--- src/rtl/axis_pkt_mux_pkg.sv ---
// Shared types and constants for the packet-boundary AXI4-Stream multiplexer.
package axis_pkt_mux_pkg;

  typedef enum logic {
    ST_IDLE = 1'b0,
    ST_LOCK = 1'b1
  } state_e;

  localparam int unsigned ARB_EXT = 0;
  localparam int unsigned ARB_RR  = 1;

endpackage

--- src/rtl/axis_rr_arbiter.sv ---
// Combinational rotating-priority encoder: first requester after i_ptr, wrapping.
module axis_rr_arbiter #(
  parameter int unsigned NUM_CH = 4,
  parameter int unsigned SEL_W  = $clog2(NUM_CH)
) (
  input  logic [NUM_CH-1:0] i_req,
  input  logic [SEL_W-1:0]  i_ptr,
  output logic [SEL_W-1:0]  o_grant,
  output logic              o_valid
);

  logic [SEL_W-1:0] w_cand;

  // Walk from the lowest priority (ptr itself) up to ptr+1 so the nearest requester wins last.
  always_comb begin
    o_grant = '0;
    o_valid = 1'b0;
    w_cand  = '0;
    for (int unsigned off = NUM_CH; off > 0; off--) begin
      w_cand = SEL_W'((32'(i_ptr) + off) % NUM_CH);
      if (i_req[w_cand]) begin
        o_grant = w_cand;
        o_valid = 1'b1;
      end
    end
  end

endmodule

--- src/rtl/axis_pkt_mux.sv ---
// N-to-1 AXI4-Stream mux that holds a grant for a whole packet, with a registered output stage.
module axis_pkt_mux
  import axis_pkt_mux_pkg::*;
#(
  parameter  int unsigned NUM_CH   = 4,
  parameter  int unsigned DATA_W   = 8,
  parameter  int unsigned ARB_MODE = 1,
  localparam int unsigned SEL_W    = $clog2(NUM_CH)
) (
  input  logic                     ACLK,
  input  logic                     ARESETn,
  input  logic [SEL_W-1:0]         sel,
  input  logic [NUM_CH*DATA_W-1:0] S_TDATA,
  input  logic [NUM_CH-1:0]        S_TVALID,
  input  logic [NUM_CH-1:0]        S_TLAST,
  output logic [NUM_CH-1:0]        S_TREADY,
  output logic [DATA_W-1:0]        M_TDATA,
  output logic                     M_TVALID,
  output logic                     M_TLAST,
  input  logic                     M_TREADY,
  output logic [SEL_W-1:0]         grant,
  output logic                     busy
);

  state_e            r_state;
  state_e            w_state_nxt;
  logic [SEL_W-1:0]  r_grant;
  logic [SEL_W-1:0]  r_rr_ptr;
  logic [DATA_W-1:0] r_m_tdata;
  logic              r_m_tvalid;
  logic              r_m_tlast;

  logic [SEL_W-1:0]  w_rr_grant;
  logic              w_rr_valid;
  logic              w_ext_ok;
  logic              w_req_ok;
  logic [SEL_W-1:0]  w_req_ch;
  logic [DATA_W-1:0] w_data_g;
  logic              w_valid_g;
  logic              w_last_g;
  logic              w_ready_g;
  logic              w_xfer;

  generate
    if (ARB_MODE == ARB_RR) begin : g_rr
      axis_rr_arbiter #(
        .NUM_CH (NUM_CH),
        .SEL_W  (SEL_W)
      ) u_arb (
        .i_req   (S_TVALID),
        .i_ptr   (r_rr_ptr),
        .o_grant (w_rr_grant),
        .o_valid (w_rr_valid)
      );
    end else begin : g_ext
      assign w_rr_grant = '0;
      assign w_rr_valid = 1'b0;
    end
  endgenerate

  // Out-of-range sel never matches a channel index, so it is ignored here.
  always_comb begin
    w_ext_ok = 1'b0;
    for (int unsigned i = 0; i < NUM_CH; i++) begin
      if (sel == SEL_W'(i) && S_TVALID[i]) w_ext_ok = 1'b1;
    end
  end

  assign w_req_ok = (ARB_MODE == ARB_RR) ? w_rr_valid : w_ext_ok;
  assign w_req_ch = (ARB_MODE == ARB_RR) ? w_rr_grant : sel;

  always_comb begin
    w_data_g  = '0;
    w_valid_g = 1'b0;
    w_last_g  = 1'b0;
    for (int unsigned i = 0; i < NUM_CH; i++) begin
      if (r_grant == SEL_W'(i)) begin
        w_data_g  = S_TDATA[i*DATA_W +: DATA_W];
        w_valid_g = S_TVALID[i];
        w_last_g  = S_TLAST[i];
      end
    end
  end

  assign w_ready_g = (r_state == ST_LOCK) && (!r_m_tvalid || M_TREADY);
  assign w_xfer    = w_ready_g && w_valid_g;

  always_ff @(posedge ACLK or negedge ARESETn) begin
    if (!ARESETn) r_state <= ST_IDLE;
    else          r_state <= w_state_nxt;
  end

  always_comb begin
    w_state_nxt = r_state;
    unique case (r_state)
      ST_IDLE: if (w_req_ok)             w_state_nxt = ST_LOCK;
      ST_LOCK: if (w_xfer && w_last_g)   w_state_nxt = ST_IDLE;
      default:                           w_state_nxt = ST_IDLE;
    endcase
  end

  always_comb begin
    S_TREADY = '0;
    for (int unsigned i = 0; i < NUM_CH; i++) begin
      if (w_ready_g && r_grant == SEL_W'(i)) S_TREADY[i] = 1'b1;
    end
  end

  assign busy     = (r_state == ST_LOCK);
  assign grant    = r_grant;
  assign M_TDATA  = r_m_tdata;
  assign M_TVALID = r_m_tvalid;
  assign M_TLAST  = r_m_tlast;

  always_ff @(posedge ACLK or negedge ARESETn) begin
    if (!ARESETn) begin
      r_grant  <= '0;
      r_rr_ptr <= SEL_W'(NUM_CH - 1);
    end else begin
      if (r_state == ST_IDLE && w_req_ok) r_grant <= w_req_ch;
      if (ARB_MODE == ARB_RR && w_xfer && w_last_g) r_rr_ptr <= r_grant;
    end
  end

  always_ff @(posedge ACLK or negedge ARESETn) begin
    if (!ARESETn) begin
      r_m_tdata  <= '0;
      r_m_tvalid <= 1'b0;
      r_m_tlast  <= 1'b0;
    end else if (w_xfer) begin
      r_m_tdata  <= w_data_g;
      r_m_tlast  <= w_last_g;
      r_m_tvalid <= 1'b1;
    end else if (r_m_tvalid && M_TREADY) begin
      r_m_tvalid <= 1'b0;
    end
  end

endmodule

--- config.mk ---
export PLATFORM = sky130hd
export DESIGN_NAME = axis_pkt_mux
export DESIGN_NICKNAME = d
export VERILOG_FILES = /design/src/rtl/axis_pkt_mux_pkg.sv /design/src/rtl/axis_rr_arbiter.sv /design/src/rtl/axis_pkt_mux.sv
export SDC_FILE = /design/constraint.sdc
export NUM_CORES = 1
export LEC_CHECK = 0
export CORE_UTILIZATION = 33
export DETAILED_ROUTE_END_ITERATION = 6
export GPL_ROUTABILITY_DRIVEN = 0
export PLACE_DENSITY = 0.87
export SYNTH_ARGS = -nofsm -noshare
export SYNTH_HDL_FRONTEND = slang
export SYNTH_HIERARCHICAL = 1
export SYNTH_SLANG_ARGS = --single-unit
--- constraint.sdc ---
create_clock -name ACLK -period 1.45 [get_ports ACLK]
set_input_delay 0.29 -clock ACLK [delete_from_list [all_inputs] [get_ports ACLK]]
set_output_delay 0.29 -clock ACLK [all_outputs]
set_load 0.01 [all_outputs]
==> flow_summary.json <==
{
  "outcome": "complete, but fails checks",
  "violations": "design-rule violations, negative setup slack",
  "critPathLaunchType": "flip-flop",
  "regArea_um2": 379,
  "finalPower_w": 0.00342,
  "critPathLaunch": "grant[0]",
  "cts_tree": "yes",
  "cts_buffers": 3,
  "routed_wl_mm": 3.00,
  "ys_seq_elements": 15,
  "layout.cells.non_filler": 191,
  "layout-drive-gt1-share_pct": 40.6,
  "post-route-drc-count": 1,
  "grt_pass1_wl_mm": 4.86,
  "synth_seq_area_share_pct": 36.7,
  "initial_core_util_pct": 36.1,
  "combPwrFrac_pct": 68.5,
  "r2r_end": "M_TDATA[5]",
  "syn2layout_area_growth_pct": 83.7,
  "timing.critical_path.to": "M_TDATA[5]",
  "dr_total_vias": 975,
  "p_leak_nw": 0.854,
  "globalRouteOverflowTotal": 0,
  "yosysWarnings": 6,
  "placed_cells": 178,
  "critPathRequiredTime_ns": 1.63,
  "clockPowerShare_pct": 7.2,
  "die_y_um": 57.9,
  "grt_setup_unrepaired": "yes",
  "multi_input_area_um2": 628,
  "fin_skew_ns": 0.000739,
  "regToRegStartpoint": "grant[0]",
  "setup_ws_ns": -0.202,
  "worstRegToRegCells": 4,
  "nets": 206,
  "portBuffers": 59,
  "ir_drop_mv": 0.997,
  "syn_area_per_cell_um2": 14.3,
  "worst_pin_slew_ns": 0.176,
  "ctsRootBufferMaster": "clkbuf_4",
  "nFillCells": 202,
  "path_class": "reg -> reg",
  "layout_min_cycle_time_ns": 1.65,
  "p_seq_share_pct": 24.3,
  "ios": 62,
  "switchingPower_w": 0.00117,
  "netlist_area_um2": 1030,
  "crit_fanout": 7,
  "grtUsageTotal_pct": 19.2,
  "clockBufferDepth": 2,
  "grt_pass1_vias": 1086,
  "synth_fp_nets": 117,
  "drt_iter0_markers": 16,
  "clkTransAtPathRegs_ns": 0.09,
  "num_antenna_cells": 0,
  "setup_viol_count_final": 16,
  "fin_crit_sh_pct": 114,
  "hold_viol": 0,
  "postRouteAntennaNets": 0,
  "vias_per_cell": 5.10,
  "numClockSinks": 15,
  "grt_max_degree": 16,
  "p_per_area_nw_per_um2": 1810,
  "core-area_um2": 2850,
  "die_w_um": 57.9,
  "ys.flop_type": "dfrtp_1",
  "fp-row-count": 19,
  "maxCapViolCount": 0,
  "worstPathArrival_ns": 1.83,
  "drv_slew": 0,
  "htreeDepth": 1,
  "drtPass1Iterations": 6,
  "slew_headroom_pct": 87.9,
  "r2r_setup_slack_ns": -0.20,
  "synthDistinctLibCells": 30,
  "synth_edf_count": 0,
  "p_int_w": 0.00225,
  "die_area_um2": 3350,
  "hold_class": "in -> async",
  "synthArstFlopShare_pct": 100,
  "tns_ns": -2.41,
  "whs_ns": 0.304,
  "clock_latency_ns": 0.28,
  "max_freq_ghz": 0.605,
  "swShare_pct": 34.1,
  "syn_inst": 72,
  "fin_util_pct": 66.3,
  "postCtsHoldBufs": 0,
  "grt_antenna_before_repair": 0,
  "cp-end-kind": "flip-flop",
  "dp_hpwl_mm": 2.24,
  "post_drt_wl_per_cell_um": 15.7
}
-- synth_stat cells, types with 2 or more instances --
| library cell | count | area, um2 |
|---|---|---|
| a21oi_1 | 2 | 10.0 |
| dfrtp_1 | 13 | 325 |
| dfstp_2 | 2 | 52.6 |
| inv_1 | 2 | 7.51 |
| mux2_2 | 4 | 45.0 |
| mux2_4 | 7 | 105 |
| mux4_1 | 9 | 236 |
| nand2_1 | 5 | 18.8 |
| nand2b_1 | 3 | 18.8 |
| nor2_1 | 4 | 15.0 |
| nor3_1 | 2 | 10.0 |
-- cell type report --
cell class	count	area share, %
inverter	2	0.397
clock inverter	1	0.265
timing repair buffer	88	42.9
clock buffer	3	1.19
tap	31	2.05
multi-input combinational	51	33.2
sequential	15	20.0
-- per-layer routing --
layer | track usage [%] | up-vias | share of wire, %
li1 | - | 456 | -
met5 | 0 | - | 0
met2 | 37.3 | 43 | 56
met1 | 21.5 | 472 | 38
met3 | 3.57 | 4 | 5.5
met4 | 4.42 | 0 | 0.40
-- logic make-up after synthesis --
| kind of cell | synth area share, % |
|---|---|
| compound gates | 6.93 |
| buf+inv | 5.47 |
| flops | 36.7 |
| mux | 40.7 |
| simple gates | 10.2 |
-- flip-flops by register name, indices dropped and copies added, names as in the netlist --
signal / count
M_TLAST: 1
busy: 1
M_TVALID: 1
M_TDATA: 8
r_rr_ptr: 2
grant: 2
-- metrics by stage --
step	area [um2]	setup WS (ns)
after floorplan	1030	-0.249
after global placement	1790	-0.493
after detailed placement	1790	-0.563
after CTS	1860	-0.204
after global routing	1890	-0.239
final	1890	-0.202
-- how the worst min path moves through the flow --
stage / start / to / slack [ns] / depth (start not counted)
5_1_grt: ARESETn / grant[0] / 0.31 / 2
6_report: ARESETn / grant[0] / 0.30 / 2
2_1_floorplan: ARESETn / M_TDATA[0] / -0.006 / 0
4_1_cts: ARESETn / grant[0] / 0.31 / 2
3_3_place_gp: M_TLAST / M_TLAST / 0.49 / 1
3_5_place_dp: M_TLAST / M_TLAST / 0.49 / 1
-- cell usage in the layout, fill, tap and decap left out, types with 2 or more instances in the layout --
master / n
buf_2: 4
a21oi_1: 2
nand2_1: 4
mux2_2: 2
inv_1: 2
dfstp_2: 2
buf_4: 24
mux4_1: 6
dlygate4sd2_1: 11
nor3_2: 2
buf_6: 3
nand2b_1: 3
clkbuf_4: 3
clkdlybuf4s50_1: 42
buf_12: 2
mux4_2: 4
clkdlybuf4s15_1: 2
nor2_1: 4
mux2_4: 9
dfrtp_1: 12
-- worst max-delay path: stages, from the launching register on --
cell     delay (ns)
dfrtp_1        0.43
mux4_2         0.57
nand3_4        0.11
buf_12         0.13
mux2_4         0.30
-- what timing repair did --
| item | 4_1_cts | 5_1_grt |
|---|---|---|
| pin swaps | 3 | 3 |
| setup endpoints to repair | 29 | 19 |
| buffers inserted | 7 | 3 |
| resized for setup | 38 | 9 |
-- power groups by stage --
stage,clock (W),sequential [W],combinational [W]
6_report,0.000246,0.000833,0.00234
5_1_grt,0.000268,0.000865,0.00249
4_1_cts,0.000246,0.000833,0.00224
3_5_place_dp,0,0.000856,0.00217
3_3_place_gp,0,0.000846,0.00212
2_1_floorplan,0,0.000894,0.00116
Note: power is estimated with default switching activity, not from simulation.
